<file path="src/rtl/fetch_pkg.sv">
// Shared types and constants for the instruction fetch stage.
package fetch_pkg;

    typedef enum logic [1:0] {
        PC_SEQ = 2'b00,
        PC_REL = 2'b01,
        PC_IND = 2'b10,
        PC_RSV = 2'b11
    } pc_sel_e;

    typedef enum logic [1:0] {
        REQ  = 2'b00,
        WAIT = 2'b01,
        HOLD = 2'b10,
        ERR  = 2'b11
    } fetch_state_e;

    localparam logic [31:0] NOP_INSTR = 32'h0000_0013;

    function automatic logic is_word_aligned(input logic [31:0] addr);
        return (addr[1:0] == 2'b00);
    endfunction

endpackage

</file>
<file path="src/rtl/instr_fetch_if.sv">
// Instruction memory channel: valid/ready request plus response-valid return.
interface instr_fetch_if;
    logic        imem_req_valid;
    logic        imem_req_ready;
    logic [31:0] imem_addr;
    logic        imem_rsp_valid;
    logic [31:0] imem_rsp_data;

    modport master (
        output imem_req_valid,
        output imem_addr,
        input  imem_req_ready,
        input  imem_rsp_valid,
        input  imem_rsp_data
    );

    modport slave (
        input  imem_req_valid,
        input  imem_addr,
        output imem_req_ready,
        output imem_rsp_valid,
        output imem_rsp_data
    );
endinterface

</file>
<file path="src/rtl/instr_fetch_next_pc_calc.sv">
// Next-PC selection and alignment check; purely combinational.
module next_pc_calc
    import fetch_pkg::*;
(
    input  logic [31:0] pc,
    input  logic [1:0]  pc_sel,
    input  logic [31:0] ximm,
    input  logic [31:0] alu_result,
    output logic [31:0] next_pc,
    output logic        misaligned
);

    // Target select; adds wrap modulo 2^32, reserved encoding holds pc and flags an error
    always_comb begin
        next_pc    = pc;
        misaligned = 1'b0;
        case (pc_sel)
            PC_SEQ: begin
                next_pc    = pc + 32'd4;
                misaligned = !is_word_aligned(next_pc);
            end
            PC_REL: begin
                next_pc    = pc + ximm;
                misaligned = !is_word_aligned(next_pc);
            end
            PC_IND: begin
                next_pc    = {alu_result[31:1], 1'b0};
                misaligned = !is_word_aligned(next_pc);
            end
            default: begin
                next_pc    = pc;
                misaligned = 1'b1;
            end
        endcase
    end

endmodule

</file>
<file path="src/rtl/instr_fetch.sv">
// Fetch stage: owns the PC, requests words from instruction memory and holds
// each instruction until the core retires it.
module instr_fetch
    import fetch_pkg::*;
#(
    parameter logic [31:0] RESET_PC = 32'h0000_0000
) (
    input  logic               clk,
    input  logic               rst,
    instr_fetch_if.master      imem,
    output logic               instr_valid,
    output logic [31:0]        instruction,
    output logic [31:0]        pc,
    output logic [31:0]        pc_plus4,
    input  logic               retire,
    input  logic [1:0]         pc_sel,
    input  logic [31:0]        ximm,
    input  logic [31:0]        alu_result,
    output logic               fetch_err
);

    fetch_state_e state_r;
    fetch_state_e state_s;
    logic [31:0]  pc_r;
    logic [31:0]  instr_r;
    logic         err_r;
    logic [31:0]  next_pc_s;
    logic         misaligned_s;
    logic         retire_hold_s;

    next_pc_calc u_next_pc (
        .pc         (pc_r),
        .pc_sel     (pc_sel),
        .ximm       (ximm),
        .alu_result (alu_result),
        .next_pc    (next_pc_s),
        .misaligned (misaligned_s)
    );

    assign retire_hold_s = (state_r == HOLD) && retire;

    // FSM state register
    always_ff @(posedge clk) begin
        if (rst) begin
            state_r <= REQ;
        end else begin
            state_r <= state_s;
        end
    end

    // FSM next-state logic; ERR is left only through rst
    always_comb begin
        state_s = state_r;
        case (state_r)
            REQ: begin
                if (imem.imem_req_ready) state_s = WAIT;
                else                     state_s = REQ;
            end
            WAIT: begin
                if (imem.imem_rsp_valid) state_s = HOLD;
                else                     state_s = WAIT;
            end
            HOLD: begin
                if (retire) state_s = misaligned_s ? ERR : REQ;
                else        state_s = HOLD;
            end
            ERR:     state_s = ERR;
            default: state_s = ERR;
        endcase
    end

    // FSM outputs; request is masked while rst is asserted
    always_comb begin
        imem.imem_req_valid = 1'b0;
        instr_valid         = 1'b0;
        case (state_r)
            REQ:     imem.imem_req_valid = !rst;
            HOLD:    instr_valid         = 1'b1;
            default: begin
                imem.imem_req_valid = 1'b0;
                instr_valid         = 1'b0;
            end
        endcase
    end

    // PC, held instruction and sticky error; pc only moves on a clean retire
    always_ff @(posedge clk) begin
        if (rst) begin
            pc_r    <= RESET_PC;
            instr_r <= NOP_INSTR;
            err_r   <= 1'b0;
        end else begin
            if ((state_r == WAIT) && imem.imem_rsp_valid) begin
                instr_r <= imem.imem_rsp_data;
            end
            if (retire_hold_s && !misaligned_s) begin
                pc_r <= next_pc_s;
            end
            if (retire_hold_s && misaligned_s) begin
                err_r <= 1'b1;
            end
        end
    end

    assign imem.imem_addr = pc_r;
    assign pc             = pc_r;
    assign pc_plus4       = pc_r + 32'd4;
    assign instruction    = instr_r;
    assign fetch_err      = err_r;

endmodule

</file>
<file path="src/flat_wrapper.sv">
// flat-port wrapper written by rule: the top's interface ports become plain ports
module instr_fetch_flat import fetch_pkg::*;
#(
    parameter logic [31:0] RESET_PC = 32'h0000_0000
)
  (clk, rst, instr_valid, instruction, pc, pc_plus4, retire, pc_sel, ximm, alu_result, fetch_err, imem_imem_req_valid, imem_imem_addr, imem_imem_req_ready, imem_imem_rsp_valid, imem_imem_rsp_data);
  instr_fetch_if imem_i ();
  input  logic clk;
  input  logic rst;
  output logic instr_valid;
  output logic [31:0] instruction;
  output logic [31:0] pc;
  output logic [31:0] pc_plus4;
  input  logic retire;
  input  logic [1:0] pc_sel;
  input  logic [31:0] ximm;
  input  logic [31:0] alu_result;
  output logic fetch_err;
  output wire logic [$bits(imem_i.imem_req_valid)-1:0] imem_imem_req_valid;
  output wire logic [$bits(imem_i.imem_addr)-1:0] imem_imem_addr;
  input wire logic [$bits(imem_i.imem_req_ready)-1:0] imem_imem_req_ready;
  input wire logic [$bits(imem_i.imem_rsp_valid)-1:0] imem_imem_rsp_valid;
  input wire logic [$bits(imem_i.imem_rsp_data)-1:0] imem_imem_rsp_data;
  assign imem_imem_req_valid = imem_i.imem_req_valid;
  assign imem_imem_addr = imem_i.imem_addr;
  assign imem_i.imem_req_ready = imem_imem_req_ready;
  assign imem_i.imem_rsp_valid = imem_imem_rsp_valid;
  assign imem_i.imem_rsp_data = imem_imem_rsp_data;
  instr_fetch #(.RESET_PC(RESET_PC)) u_core (.clk(clk), .rst(rst), .imem(imem_i), .instr_valid(instr_valid), .instruction(instruction), .pc(pc), .pc_plus4(pc_plus4), .retire(retire), .pc_sel(pc_sel), .ximm(ximm), .alu_result(alu_result), .fetch_err(fetch_err));
endmodule
</file>
<file path="config.mk">
export PLATFORM = sky130hd
export DESIGN_NAME = instr_fetch_flat
export DESIGN_NICKNAME = d
export VERILOG_FILES = /design/src/rtl/fetch_pkg.sv /design/src/rtl/instr_fetch_if.sv /design/src/rtl/instr_fetch_next_pc_calc.sv /design/src/rtl/instr_fetch.sv /design/src/flat_wrapper.sv
export SDC_FILE = /design/constraint.sdc
export NUM_CORES = 1
export LEC_CHECK = 0
export ABC_AREA = 0
export CAP_MARGIN = 5
export CORE_MARGIN = 2
export CORE_UTILIZATION = 30
export DETAILED_ROUTE_END_ITERATION = 10
export PLACE_DENSITY = 0.73
export SYNTH_ARGS = -nofsm -noshare
export SYNTH_HDL_FRONTEND = slang
export SYNTH_SLANG_ARGS = --single-unit
</file>
<file path="constraint.sdc">
create_clock -name clk -period 3.12 [get_ports clk]
set_clock_uncertainty 0.1 [all_clocks]
set_input_delay 0.936 -clock clk [delete_from_list [all_inputs] [get_ports clk]]
set_output_delay 0.936 -clock clk [all_outputs]
set_load 0.02 [all_outputs]
</file>
=== Yosys cells after proc, flatten, opt, wreduce, memory -nomap -nowiden ===
Cells that the tools add are included.

* Bitwise gates (word level): 0
* Muxes and demuxes: 9
* Shift operators: 0
* Div/mod/pow operators: 0
* Multiply operators: 0
* Add/sub/neg operators: 2
* Equality and inequality tests: 5
* Magnitude comparators: 0
* Reductions and logical operators: 14

{| class="wikitable"
|+ Operators with widths
! kind !! count
|-
| 32-bit one-hot mux with 3 select lines || 1
|-
| 32-bit by 3-bit adder with 32-bit output, second input constant || 1
|-
| 32-bit adder || 1
|-
| 2-bit zero test || 4
|-
| 2-bit one-hot mux with 4 select lines || 1
|-
| 2-bit equality test, second input constant || 3
|-
| 2-bit two-way mux || 3
|-
| 2-bit by 1-bit equality test with 1-bit output, second input constant || 2
|-
| 1-bit logical AND || 4
|-
| 1-bit zero test || 4
|-
| 1-bit two-way mux || 3
|-
| 1-bit one-hot mux with 3 select lines || 1
|-
| 3-bit nonzero test || 1
|-
| 2-bit AND reduction || 1
|}

* Memory bits (writable): 0
* Output and inout port bits: 131
* Bits in read-only memories: 0
* Register bits: 67
* Memories: 0
* Logic and storage cells: 34
* Latch bits: 0

=== Depth between registers and ports, before layout ===
* Depth after elaboration: 7
* Mapped depth: 11
* Gate-level depth less buffers: 10

=== By module ===
From an unflattened synthesis, not the netlist that was laid out.

* Cells, all modules: 842
* Area total of the unflattened synthesis: 6386.1 µm²

{| class="wikitable"
|+ By module, submodules not included
! module !! instances !! area each (µm²) !! sequential area each (µm²) !! cells an instance
|-
| instr_fetch || 1 || 3220.6 || 1341.3 || 412
|-
| next_pc_calc || 1 || 3165.5 || 0.0 || 430
|}

=== Worst setup path before layout ===
Ideal clock, no wire load.

* Path kind: input to register
* From: input ximm[0]
* To: register u_core.pc_r[22] (netlist: u_core.imem.imem_addr[22])
* Buffers on the path: 0
* Setup slack: -77 ps
* Stages on the path: 10
* Required time: 2925 ps
* Arrival: 3002 ps
* Cells stage by stage: ha_1 -> fa_1 -> a21o_1 -> a31oi_1 -> o31ai_1 -> a41o_1 -> a31oi_2 -> xnor2_1 -> nand3_1 -> a221oi_1

* Cells in the longest elaborated chain, start to end: 7
* Elaborated cells between the ends (all ways): 8
* Those cells by class: add/sub (1); mux (2); reduce/logical (5)

{| class="wikitable"
|+ RTL lines
! item !! line !! text
|-
| start, declared || flat_wrapper.sv:16 || <nowiki>input logic [31:0] ximm;</nowiki>
|-
| 32-bit adder (*) || instr_fetch_next_pc_calc.sv:23 || <nowiki>next_pc = pc + ximm;</nowiki>
|-
| 2-bit zero test || fetch_pkg.sv:21 || <nowiki>return (addr[1:0] == 2'b00);</nowiki>
|-
| 1-bit zero test || instr_fetch_next_pc_calc.sv:24 || <nowiki>misaligned = !is_word_aligned(next_pc);</nowiki>
|-
| 1-bit one-hot mux with 3 select lines || instr_fetch_next_pc_calc.sv:17 || <nowiki>case (pc_sel)</nowiki>
|-
| 1-bit zero test || instr_fetch.sv:96 || <nowiki>if (retire_hold_s && !misaligned_s) begin</nowiki>
|-
| 1-bit logical AND || instr_fetch.sv:96 ||
|-
| 2-bit AND reduction (no source line) || - ||
|-
| end signal, assigned || instr_fetch.sv:97 || <nowiki>pc_r <= next_pc_s;</nowiki>
|-
| end, declared || instr_fetch.sv:24 || <nowiki>logic [31:0] pc_r;</nowiki>
|}

Mark *: on every way between the ends. The rest lies on a longest branch, timed or not.
A chain may end at the register's enable or synchronous reset.

=== Worst setup path after layout ===
* From: register u_core.pc_r[14] (netlist: u_core.imem.imem_addr[14])
* To: output pc_plus4[30]

* Cells in the longest elaborated chain, start to end: 1

{| class="wikitable"
|+ RTL lines
! item !! line !! text
|-
| 32-bit by 3-bit adder with 32-bit output || instr_fetch.sv:107 || <nowiki>assign pc_plus4 = pc_r + 32'd4;</nowiki>
|-
| end, declared || flat_wrapper.sv:13 || <nowiki>output logic [31:0] pc_plus4;</nowiki>
|}

Every way passes these cells.

==> summary.log <==
qor: logic_synthesis.synth_top_area_frac 0.239
qor: logic_synthesis.post_synth_num_cell_types 68
qor: cts.cts_num_sinks 67
qor: layout.area_delta_synth_final 79.5%
qor: layout.post-route-cell-area 0.0101 mm^2
qor: cts.cts_buffers 9
qor: floorplanning.dieArea 0.0198 mm^2
qor: placement.dpl_worst_slack -0.870 ns
qor: sta.finalSetupViolations 0
qor: global_routing.grt_first_pass_wirelength 34.7 mm
qor: floorplanning.num_rows 50
qor: layout.layout.cells.most_common sky130_fd_sc_hd__clkdlybuf4s50_1
qor: power.pwr-share-clk 0.411
qor: power.netSwitchingPower 0.000788 W
qor: power.share_comb_of_total_power 0.261
qor: layout.mostFrequentLayoutCells sky130_fd_sc_hd__clkdlybuf4s50_1, sky130_fd_sc_hd__buf_4, sky130_fd_sc_hd__nand2_1
qor: setup_path.ws_path_type reg -> out
qor: drt.drt_iter0_markers 406
qor: logic_synthesis.synth-edff-count 0
qor: logic_synthesis.dominantRegCellSynth sky130_fd_sc_hd__dfxtp_1
qor: cts.clockRootBuffer sky130_fd_sc_hd__clkbuf_16
qor: power.ir_worst_vdd 0.258 mV
qor: logic_synthesis.ys.warnings.count 0
qor: setup_path.worst-endpoint-arrival 2.06 ns
qor: floorplanning.floorplan.die.width 141 um
qor: floorplanning.die_h 141 um
qor: drt.route.vias.total 7154
qor: floorplanning.floorplan.initialDensity 0.303
qor: layout.antenna_cells_inserted 0
qor: setup_path.worst_r2r_path_depth 11
qor: sta.setup_repair_after_global_routing_missed_its_margin true
qor: logic_synthesis.count_of_mapped_cells_out_of_synthesis 776
qor: layout.nNetsFinal 1265
qor: floorplanning.coreArea 0.0185 mm^2
qor: logic_synthesis.netlist.top_cell.by_area sky130_fd_sc_hd__dfxtp_1
qor: sta.slew_viol_final 0
qor: drt.post_drt_via_cell_ratio 5.25
qor: global_routing.number_of_global_route_vias_before_repair 6909
qor: setup_path.reg2reg_setup_slack 0.31 ns
qor: run_status.status complete, no violations
qor: drt.remaining_routing_drc_violations 0
qor: cts.clock_latency_at_the_later_pin_of_the_worst_skew_pair 0.34 ns
qor: placement.dp.cells 1330
qor: sta.min_period_over_period 0.994
qor: cts.clock_path_buffers 2
qor: setup_path.worst-path-max-fanout 4
qor: drt.wl 23.1 mm
qor: drt.avgRoutedWirePerCell 16.9 um
qor: layout.layoutNonFillerInstCount 1363
qor: global_routing.global_route.overflow_total 0
qor: cts.clock_tree.htree_level_count 3
qor: setup_path.crit-reg2reg-launch u_core.imem.imem_addr[2]
qor: logic_synthesis.seq_area_frac_synth 0.239
qor: hold_path.hold_path_startpoint u_core.instruction[20]
qor: sta.final.setup.worst_slack 0.0193 ns
qor: drt.first_pass_iters 7
qor: logic_synthesis.netlist_area 0.00561 mm^2
qor: drt.postRouteAntennaNets 0
qor: global_routing.grt.total_usage 0.218
qor: power.power_density 274 mW/mm^2
qor: layout.post_route_cells_drive_above_1_share 0.275
qor: placement.buffer_ports.inserted 232
qor: setup_path.worstSetupEndpointType primary output
qor: logic_synthesis.ys_top_cells_by_area sky130_fd_sc_hd__dfxtp_1, sky130_fd_sc_hd__ha_1, sky130_fd_sc_hd__nand2_1
qor: logic_synthesis.synth_area_per_cell 7.23 um^2
qor: hold_path.min_delay_path_depth 2
qor: sta.max_freq 323 MHz
qor: placement.routabilityCongestion 0.923
qor: power.swShare 0.286
qor: hold_path.worst_case_hold_path_end_point u_core.instruction[20]
qor: sta.layout_min_cycle_time 3.10 ns
qor: sta.timing_worst_slew_pin_value 0.849 ns
qor: layout.filler_cell_count 1686
qor: power.seq_power_share 0.328
qor: placement.postPlaceCellArea 0.00907 mm^2
qor: power.design_power_total 0.00275 W
qor: power.cell_internal_pwr 0.00196 W
qor: power.leakage 4.40 nW
qor: setup_path.cp.required 2.08 ns
qor: cts.cts.clk_slew.worst_paths 0.06 ns
qor: logic_synthesis.syn-num-nets 917
qor: sta.fin_setup_tns 0 ns
qor: logic_synthesis.ys_async_sr_fraction 0
qor: floorplanning.boundary_pins 234
qor: global_routing.number_of_antenna_violations_at_the_first_check_in_global_routing 0
qor: logic_synthesis.yosys_register_bits 67
qor: sta.hold_violations 0
qor: global_routing.grt_start_max_net_pins 73
qor: setup_path.rr_endpoint u_core.imem.imem_addr[25]
qor: sta.slew_headroom 0.434
qor: placement.hpwlAfterDp 16.9 mm
qor: cts.tritoncts_clock_tree done
qor: setup_path.critPathLaunchType flop
qor: job.cap_viol_max_count 0
qor: hold_path.min-delay-path-class reg -> reg
## synth_stat cells, types with 3 or more instances
library cell,instances
sky130_fd_sc_hd__nand2_1,116
sky130_fd_sc_hd__a21oi_1,86
sky130_fd_sc_hd__dfxtp_1,67
sky130_fd_sc_hd__nor2_1,61
sky130_fd_sc_hd__o21ai_0,44
sky130_fd_sc_hd__ha_1,37
sky130_fd_sc_hd__buf_4,34
sky130_fd_sc_hd__clkbuf_1,31
sky130_fd_sc_hd__nand3_1,28
sky130_fd_sc_hd__xnor2_1,27
sky130_fd_sc_hd__nor3_1,22
sky130_fd_sc_hd__xor2_1,22
sky130_fd_sc_hd__inv_1,21
sky130_fd_sc_hd__a221oi_1,14
sky130_fd_sc_hd__a21o_1,13
sky130_fd_sc_hd__and3_1,13
sky130_fd_sc_hd__and2_1,12
sky130_fd_sc_hd__nand4_1,12
sky130_fd_sc_hd__a31oi_1,7
sky130_fd_sc_hd__o21bai_1,7
sky130_fd_sc_hd__nor4_1,6
sky130_fd_sc_hd__o21ai_1,6
sky130_fd_sc_hd__a22oi_1,5
sky130_fd_sc_hd__nand3b_1,5
sky130_fd_sc_hd__o211ai_1,5
sky130_fd_sc_hd__a211oi_1,4
sky130_fd_sc_hd__buf_1,4
sky130_fd_sc_hd__buf_2,4
sky130_fd_sc_hd__o22ai_1,4
sky130_fd_sc_hd__a221o_1,3
sky130_fd_sc_hd__and4_1,3
sky130_fd_sc_hd__mux2i_1,3
sky130_fd_sc_hd__o21a_1,3
## power groups by stage
stage | clock network (W) | logic, W | registers [W]
final | 0.00113 | 0.000719 | 0.000902
after global routing | 0.00119 | 0.000766 | 0.000905
after CTS | 0.00115 | 0.000693 | 0.000902
after detailed placement | 0 | 0.000671 | 0.000920
after global placement | 0 | 0.000666 | 0.000918
after floorplan | 0 | 0.000271 | 0.000955
## registers in the layout (all words and copies together), names as in the netlist
name / cells
u_core.fetch_err: 1
u_core.imem.imem_addr: 32
u_core.state_r: 2
u_core.instruction: 32
## cell families after synthesis
family | Yosys count | synth area share
and+or+nand+nor | 296 | 0.251
AOI/OAI and AO/OA | 227 | 0.253
muxes | 3 | 0.00535
DFF | 67 | 0.239
adders and majority gates | 38 | 0.0861
buffers and inverters | 96 | 0.0892
xor gates and xnor gates | 49 | 0.0765
## layout make-up
type                       instances  area (um^2)  area share
clock buffer                      10          239      0.0237
timing repair buffer             411         3670       0.365
clock inverter                     6         88.8     0.00883
multi-input combinational        613         4350       0.432
inverter                          22         82.6     0.00821
sequential                        67         1350       0.134
tap                              234          293      0.0291
## worst max-delay path, stage by stage, from the launching register on
cell	delay, ns
sky130_fd_sc_hd__dfxtp_2	0.32
sky130_fd_sc_hd__and3_4	0.20
sky130_fd_sc_hd__nand3_4	0.12
sky130_fd_sc_hd__buf_6	0.16
sky130_fd_sc_hd__nor4_4	0.37
sky130_fd_sc_hd__nand3_2	0.14
sky130_fd_sc_hd__xnor2_2	0.23
sky130_fd_sc_hd__buf_4	0.18
## worst max path at each step
stage	endpoint	start	cells after the start
after detailed placement	u_core.imem.imem_addr[18]	ximm[0]	12
after CTS	pc_plus4[30]	u_core.imem.imem_addr[16]	7
after floorplan	u_core.imem.imem_addr[22]	ximm[0]	10
after global routing	pc_plus4[30]	u_core.imem.imem_addr[15]	7
after global placement	u_core.imem.imem_addr[18]	ximm[0]	12
final	pc_plus4[30]	u_core.imem.imem_addr[14]	7
## through the flow
step	util	hold slack [ns]
2_1_floorplan	-	0.389
3_3_place_gp	0.490	0.341
3_5_place_dp	0.490	0.346
4_1_cts	0.526	0.354
5_1_grt	0.543	0.373
6_report	0.543	0.350
## per-layer routing
metal,part of all wire,vias to the layer above,global-route usage,wire (um)
met3,0.078,36,0.0367,1800
met5,0,-,0,0
li1,-,3444,-,-
met1,0.42,3327,0.272,9700
met4,0.021,0,0.0842,491
met2,0.48,347,0.377,11100
## timing repair
item | CTS | global route
pin swaps | 30 | 29
endpoints found under the setup margin | 54 | 43
resized for setup | 148 | 86
hold buffers | 0 | 0
buffers inserted | 8 | 9
(Power assumes the default switching activity.)
